<file path="src/rtl/mop_acc_regfile.sv">
// Integer register file with a LANES x LANES outer-product accumulator tile mapped above the GPRs.
// Reads are combinational with writeback forwarding; MOP sequences update one tile row per cycle.
module mop_acc_regfile #(
  parameter int XLEN    = 32,
  parameter int ELEM_W  = 8,
  parameter int LANES   = XLEN / ELEM_W,
  parameter int NUM_GPR = 32,
  parameter int ADDR_W  = 6
) (
  input  logic              clk,
  input  logic              rst,
  input  logic [ADDR_W-1:0] r_regs_addr1,
  input  logic [ADDR_W-1:0] r_regs_addr2,
  output logic [XLEN-1:0]   r_regs_o1,
  output logic [XLEN-1:0]   r_regs_o2,
  input  logic              w_regs_en,
  input  logic [ADDR_W-1:0] w_regs_addr,
  input  logic [XLEN-1:0]   w_regs_data,
  input  logic              mop_valid,
  output logic              mop_ready,
  input  logic [1:0]        mop_mode,
  input  logic [XLEN-1:0]   mop_a,
  input  logic [XLEN-1:0]   mop_b,
  output logic              mop_busy,
  output logic              mop_done,
  output logic              acc_wr_err
);

  localparam int NREG  = NUM_GPR + LANES;
  localparam int CNT_W = (LANES > 1) ? $clog2(LANES) : 1;
  localparam logic [CNT_W-1:0] LAST_ROW = CNT_W'(LANES - 1);
  localparam logic [2*ELEM_W:0] ELEM_MAX = {{(ELEM_W+1){1'b0}}, {ELEM_W{1'b1}}};

  typedef enum logic {IDLE, BUSY} state_t;

  state_t            state;
  logic [XLEN-1:0]   regs [NREG];
  logic [CNT_W-1:0]  cnt;
  logic [XLEN-1:0]   lat_a;
  logic [XLEN-1:0]   lat_b;
  logic [1:0]        lat_mode;
  logic [ADDR_W-1:0] row_addr;
  logic [XLEN-1:0]   upd_row;
  logic              wr_ok;

  function automatic logic is_gpr(input logic [ADDR_W-1:0] a);
    return (a != '0) && (int'(a) < NUM_GPR);
  endfunction

  function automatic logic is_tile(input logic [ADDR_W-1:0] a);
    return (int'(a) >= NUM_GPR) && (int'(a) < NREG);
  endfunction

  // Tile rows are locked against direct writes while a sequence owns them.
  assign wr_ok = w_regs_en &&
                 (is_gpr(w_regs_addr) || (is_tile(w_regs_addr) && state == IDLE));

  function automatic logic [XLEN-1:0] rd_port(input logic [ADDR_W-1:0] a);
    if (wr_ok && w_regs_addr == a)
      return w_regs_data;
    else if (is_gpr(a) || is_tile(a))
      return regs[a];
    else
      return '0;
  endfunction

  assign r_regs_o1 = rd_port(r_regs_addr1);
  assign r_regs_o2 = rd_port(r_regs_addr2);
  assign mop_ready = (state == IDLE);
  assign mop_busy  = (state == BUSY);
  assign row_addr  = ADDR_W'(NUM_GPR) + ADDR_W'(cnt);

  always_comb begin
    logic [ELEM_W-1:0]   b_i;
    logic [ELEM_W-1:0]   acc;
    logic [ELEM_W-1:0]   nxt;
    logic [2*ELEM_W-1:0] prod;
    logic [2*ELEM_W:0]   sum;
    upd_row = '0;
    b_i     = lat_b[cnt*ELEM_W +: ELEM_W];
    acc     = '0;
    nxt     = '0;
    prod    = '0;
    sum     = '0;
    for (int k = 0; k < LANES; k++) begin
      acc  = regs[row_addr][k*ELEM_W +: ELEM_W];
      prod = {{ELEM_W{1'b0}}, lat_a[k*ELEM_W +: ELEM_W]} * {{ELEM_W{1'b0}}, b_i};
      sum  = {1'b0, prod} + {{(ELEM_W+1){1'b0}}, acc};
      case (lat_mode)
        2'b00:   nxt = sum[ELEM_W-1:0];
        2'b01:   nxt = (sum > ELEM_MAX) ? {ELEM_W{1'b1}} : sum[ELEM_W-1:0];
        2'b10:   nxt = prod[ELEM_W-1:0];
        default: nxt = '0;
      endcase
      upd_row[k*ELEM_W +: ELEM_W] = nxt;
    end
  end

  always_ff @(posedge clk or negedge rst) begin
    if (!rst) begin
      for (int i = 0; i < NREG; i++) regs[i] <= '0;
      state      <= IDLE;
      cnt        <= '0;
      lat_a      <= '0;
      lat_b      <= '0;
      lat_mode   <= '0;
      mop_done   <= 1'b0;
      acc_wr_err <= 1'b0;
    end else begin
      mop_done   <= 1'b0;
      acc_wr_err <= w_regs_en && is_tile(w_regs_addr) && (state == BUSY);
      if (wr_ok) regs[w_regs_addr] <= w_regs_data;
      case (state)
        IDLE: begin
          if (mop_valid) begin
            lat_a    <= mop_a;
            lat_b    <= mop_b;
            lat_mode <= mop_mode;
            cnt      <= '0;
            state    <= BUSY;
          end
        end
        BUSY: begin
          regs[row_addr] <= upd_row;
          cnt            <= cnt + 1'b1;
          if (cnt == LAST_ROW) begin
            state    <= IDLE;
            mop_done <= 1'b1;
          end
        end
        default: state <= IDLE;
      endcase
    end
  end

endmodule
</file>
<file path="config.mk">
export PLATFORM = sky130hd
export DESIGN_NAME = mop_acc_regfile
export DESIGN_NICKNAME = d
export VERILOG_FILES = /design/src/rtl/mop_acc_regfile.sv
export SDC_FILE = /design/constraint.sdc
export NUM_CORES = 2
export LEC_CHECK = 0
export CAP_MARGIN = 20
export CELL_PAD_IN_SITES_DETAIL_PLACEMENT = 1
export CELL_PAD_IN_SITES_GLOBAL_PLACEMENT = 2
export CORE_ASPECT_RATIO = 0.9
export CORE_UTILIZATION = 35
export DETAILED_ROUTE_END_ITERATION = 6
export PLACE_DENSITY_LB_ADDON = 0.1
export SYNTH_ARGS = -nofsm -noshare
export SYNTH_HDL_FRONTEND = slang
export SYNTH_SLANG_ARGS = --single-unit
</file>
<file path="constraint.sdc">
create_clock -name clk -period 9.6 [get_ports clk]
set_clock_uncertainty 0.05 [all_clocks]
set_input_delay 1.44 -clock clk [delete_from_list [all_inputs] [get_ports clk]]
set_output_delay 1.44 -clock clk [all_outputs]
set_load 0.05 [all_outputs]
</file>
# Yosys cells after proc, flatten, opt, wreduce, memory -nomap -nowiden
# Index checks and enable logic that the tools add are counted.
[totals] ff_bits=1223 in_bits=120 out_inout_bits=68 elab_cells=142
[op_classes] add_sub_neg=6 multipliers=4 n_lt_le_gt_ge=19 n_eq_ne=6 shifts=1 muxes=36 bitwise=5 n_reduce_logical=22
[op_table] cell="bitwise mux 1152 bit" n=2
[op_table] cell="two-way mux 1152 bit" n=2
[op_table] cell="binary-select mux 32 bit (select 6 bit)" n=3
[op_table] cell="demux 32 bit (select 6 bit)" n=2
[op_table] cell="two-way mux 32 bit" n=12
[op_table] cell="case mux 8 bit (3 select lines)" n=4
[op_table] cell="adder 16 x 8 -> 17 bit" n=4
[op_table] cell="> comparator 17 x 8 -> 1 bit (second input constant)" n=4
[op_table] cell="multiplier 8 x 8 -> 16 bit" n=4
[op_table] cell="< comparator 6 bit (second input constant)" n=6
[op_table] cell="two-way mux 8 bit" n=4
[op_table] cell="indexed part select 32 x 6 -> 8 bit" n=1
[op_table] cell=">= comparator 7 bit (second input constant)" n=4
[op_table] cell="NOT 6 -> 7 bit" n=4
[op_table] cell=">= comparator 6 bit (second input constant)" n=3
[op_table] cell="nonzero test 6 bit" n=3
[op_table] cell="logical AND 1 bit" n=14
[op_table] cell="< comparator 7 x 1 -> 1 bit (second input constant)" n=2
[op_table] cell="== test 6 bit" n=2
[op_table] cell="adder 6 x 2 -> 6 bit (first input constant)" n=1
[op_table] cell="== test 2 bit (second input constant)" n=2
[op_table] cell="two-way mux 1 bit" n=4
[op_table] cell="case mux 2 bit (2 select lines)" n=1
[op_table] cell="logical OR 1 bit" n=3
[op_table] cell="other kinds (8)" n=8

# Longest topological paths before layout
[logic_depth] depth_word=11 depth_mapped=25 ltp_nobuf=21

# Least setup slack after synthesis
# No wires, ideal clock.
[synth_timing] path_type="reg-to-reg" start="register cnt[0]" end="register regs[125] (netlist name)" setup_time_ps=126 t_arrival_ps=6454 t_required_ps=9424 setup_slack_ps=2971 path_stages_with_launch=23 path_cell_list="dfrtp_1 -> clkbuf_1 -> buf_1 -> mux4_2 -> clkbuf_1 -> and2_1 -> fa_1 -> fa_1 -> fa_1 -> inv_1 -> fa_1 -> inv_1 -> ha_1 -> and2_1 -> a221o_1 -> or3_1 -> nand2_1 -> nand4b_1 -> a2111oi_0 -> and4_1 -> buf_6 -> buf_6 -> a21oi_2"
[synth_via] elab_chain_len=11 elab_cells_between_ends=18 cone_classes="add/sub: 2; mul: 1; order compare: 3; shift: 1; mux: 9; bitwise: 1; reduce/logical: 1"
[synth_rtl] element="start: declaration" line="38" text="logic [CNT_W-1:0] cnt;"
[synth_rtl] element="start signal: assignment" line="125" text="cnt <= cnt + 1'b1;"
[synth_rtl] element="branches (longest 9 deep; another with adder 16 x 8 -> 17 bit)"
[synth_rtl] element="bitwise mux 1152 bit (*)" line="124" text="regs[row_addr] <= upd_row;"
[synth_rtl] element="two-way mux 1152 bit (*)" line="113" text="case (state)"
[synth_rtl] element="end signal: indexed assignment" line="112" text="if (wr_ok) regs[w_regs_addr] <= w_regs_data;"
[synth_rtl] element="end signal: indexed assignment" line="124"
[synth_rtl] element="end: declaration" line="37" text="logic [XLEN-1:0] regs [NREG];"
# Every way passes the cells marked *. The select of a mux whose other input is x is not followed.
# A chain may end at the register's enable or synchronous reset.

# Worst setup path after layout
[layout_timing] start="input w_regs_addr[0]" end="output r_regs_o2[28]"
[layout_via] elab_chain_len=7 elab_cells_between_ends=12 cone_classes="order compare: 3; eq/ne: 1; mux: 1; reduce/logical: 7"
[layout_rtl] element="start: declaration" line="17" text="input logic [ADDR_W-1:0] w_regs_addr,"
[layout_rtl] element=">= comparator 6 bit / < comparator 6 bit (equally long branches)" line="51" text="return (int'(a) >= NUM_GPR) && (int'(a) < NREG);"
[layout_rtl] element="logical AND 1 bit" line="51"
[layout_rtl] element="logical AND 1 bit" line="56" text="(is_gpr(w_regs_addr) || (is_tile(w_regs_addr) && state == IDLE));"
[layout_rtl] element="logical OR 1 bit" line="56"
[layout_rtl] element="logical AND 1 bit" line="55" text="assign wr_ok = w_regs_en &&"
[layout_rtl] element="logical AND 1 bit (*)" line="59" text="if (wr_ok && w_regs_addr == a)"
[layout_rtl] element="two-way mux 32 bit (*)" line="59"
[layout_rtl] element="end: declaration" line="15" text="output logic [XLEN-1:0] r_regs_o2,"
# Mark *: on every way between the ends. The rest lies on a longest branch, timed or not.

==> out/metrics.json <==
{
  "grt": {
    "overflow": 0,
    "number_of_antenna_violations_at_the_first_check_in_global_routing": 11,
    "grt_start_max_net_pins": 155,
    "global_route_wire_length_before_repair_um": 422500,
    "gr-usage-all-layers_pct": 25.90,
    "via_count_of_the_first_global_routing_pass": 56510
  },
  "logic_synthesis": {
    "synth-edff-count": 0,
    "mappedNetlistArea_sq_um": 78150,
    "ys_ff_latch": 1223,
    "postSynth.asyncResetShare_pct": 100.0,
    "synth.net_count": 6297,
    "yosysWarnings": 0,
    "gate_count_after_technology_mapping": 5849,
    "ys_dominant_reg_cell": "sky130_fd_sc_hd__dfrtp_1",
    "synth_seq_area_share_pct": 39.16,
    "synthesis.area_per_instance_sq_um": 13.36,
    "yosysUniqueCellTypes": 93
  },
  "sta": {
    "maxSlewViolCount": 0,
    "report.final.hold_viol_count": 0,
    "finalCriticalPeriod_ns": 7.718,
    "fin_crit_sh_pct": 80.40,
    "relSlewSlack_pct": 23.69,
    "timing_worst_slew_pin_value_ns": 1.145,
    "rsz_0062_raised_after_global_routing": "false",
    "finalSetupTns_ns": 0,
    "finalSetupViolations": 0,
    "fmax_mhz": 129.6
  },
  "worst_setup_path": {
    "setup.worst_path.start_class": "input port",
    "setup.worst_path.class": "in2out",
    "crit_path_end_kind": "output port",
    "r2r_cells": 18,
    "worst_ep_required_time_ns": 8.11,
    "crit_path_max_fanout": 20,
    "crit_arrival_ns": 6.23,
    "worst-r2r-setup-slack_ns": 2.12
  },
  "routing": {
    "first_pass_iters": 6,
    "dr_total_vias": 52070,
    "post_drt_wl_per_cell_um": 32.46,
    "drt_iter0_markers": 3312,
    "met1_length_um": 130200,
    "postRouteAntennaNets": 0,
    "met2_length_um": 136200,
    "route.met3.wl_um": 11660,
    "routed_via_density": 5.878,
    "top_layer_used": "met5",
    "wl_um": 287500,
    "remaining_drc_errors": 0
  },
  "floorplan": {
    "placeableCoreArea_sq_um": 222000,
    "die_x_um": 500.1,
    "initial_utilization_pct": 35.20,
    "ios": 188,
    "die_h_um": 450.3,
    "die_area_sq_um": 225200,
    "fp-row-count": 164
  },
  "cts": {
    "number_of_post_cts_setup_repair_buffers": 0,
    "worstSkewPairLatency_ns": 0.83,
    "cts_made_buffers": 148,
    "htree_levels": 4,
    "max-clock-path-buffers": 3,
    "clock_sink_count": 1223,
    "cts_tree": "built",
    "post_cts_hold_fix_bufs": 0,
    "clk_transition_reported_paths_ns": 0.06,
    "cts_root_buf": "sky130_fd_sc_hd__clkbuf_16",
    "post_cts.resized_instances": 0
  },
  "min_path": {
    "worst_hold_path.num_cells": 0,
    "type_of_the_most_critical_hold_path": "reg2reg"
  },
  "outcome": {
    "run_status": "finished clean"
  },
  "placement": {
    "place.port_buffers": 187,
    "final_estimated_routing_congestion_in_global_placement": 0.7912,
    "dp_hpwl_um": 179600
  },
  "job": {
    "drv_cap": 0
  },
  "layout": {
    "drive_gt1_share_pct": 39.58,
    "num-nets-final": 6203,
    "area.growth.synth_to_final_pct": 13.10
  }
}
[cell usage after synthesis (99+ instances only)]
master	count	area [sq um]
sky130_fd_sc_hd__and2_1	228	1426
sky130_fd_sc_hd__buf_1	106	397.9
sky130_fd_sc_hd__clkbuf_1	393	1475
sky130_fd_sc_hd__dfrtp_1	1223	30600
sky130_fd_sc_hd__fa_1	148	2963
sky130_fd_sc_hd__ha_1	180	2252
sky130_fd_sc_hd__inv_1	225	844.6
sky130_fd_sc_hd__mux2_2	1056	11890
sky130_fd_sc_hd__mux2i_1	99	991.0
sky130_fd_sc_hd__mux4_2	744	16760
sky130_fd_sc_hd__nand2_1	282	1059
sky130_fd_sc_hd__nand3_1	151	755.7
sky130_fd_sc_hd__nor2_1	127	476.7
sky130_fd_sc_hd__o21ai_0	176	880.8
[logic make-up after synthesis]
kind of cell / Yosys count / share of synthesized area, %
multiplexers: 1902 / 37.98
flip-flops: 1223 / 39.16
AND/OR/NAND/NOR: 936 / 5.991
buffers and inverters: 808 / 4.158
AO/OA/AOI/OAI: 586 / 5.301
adder cells (fa/ha/maj): 328 / 6.673
XOR/XNOR: 66 / 0.7396
[cells in the final DEF, fill, tap and decap left out, drive strengths merged, types with 173 or more instances in the layout]
cell           count
clkdlybuf4s50    173
clkbuf           216
mux4             744
o21ai            196
nand2            282
inv              232
and2             228
dfrtp           1223
ha               180
mux2            1058
[layer usage]
| metal | global-route usage, % | vias up |
|---|---|---|
| li1 | - | 21700 |
| met1 | 36.33 | 28830 |
| met2 | 41.54 | 1173 |
| met3 | 3.304 | 368 |
| met4 | 8.262 | 2 |
| met5 | 0 | - |
[metrics by stage]
step	std cells	worst slack [ns]	util [%]	hold slack [ns]	cell area [sq um]
6_report	8858	1.882	39.81	0.3453	88400
5_1_grt	8856	1.748	39.81	0.3579	88390
4_1_cts	8853	1.994	39.79	0.3463	88350
3_5_place_dp	8591	1.975	37.46	0.3333	83160
3_3_place_gp	8591	2.137	37.46	0.3268	83160
2_1_floorplan	5849	2.971	-	0.3913	78160
[area by class of cell]
cell class | count | area [sq um]
fillers | 22620 | 133600
inverters | 225 | 844.6
flip-flops and latches | 1223 | 30610
clock inverters | 47 | 737.0
multi-input cells | 3818 | 44660
well taps | 2988 | 3739
clock buffers | 215 | 4452
repair buffers | 339 | 3346
diodes | 3 | 7.507
[worst max-delay path, cell delays in order]
cell and delay (ns):
sky130_fd_sc_hd__clkdlybuf4s50_1 0.74, sky130_fd_sc_hd__nor3_1 0.70, sky130_fd_sc_hd__a21oi_1 0.17, sky130_fd_sc_hd__o21ai_1 0.52, sky130_fd_sc_hd__nor4_2 0.16, sky130_fd_sc_hd__a211oi_4 0.74
sky130_fd_sc_hd__buf_4 0.64, sky130_fd_sc_hd__a22o_1 0.25, sky130_fd_sc_hd__clkdlybuf4s50_1 0.81
[path summary, 6_finish.rpt]
check,from,endpoint
setup / recovery,w_regs_addr[0],r_regs_o2[28]
hold / removal,flop,flop
setup reg to reg,cnt[0],regs[60]
hold reg to reg,flop,flop
max in group asynchronous,rst,async pin
min in group asynchronous,rst,lat_a[21]
Power is left out: the tool's default activity adds up to more than one toggle a clock period on the data nets, which glitch-free logic cannot reach.
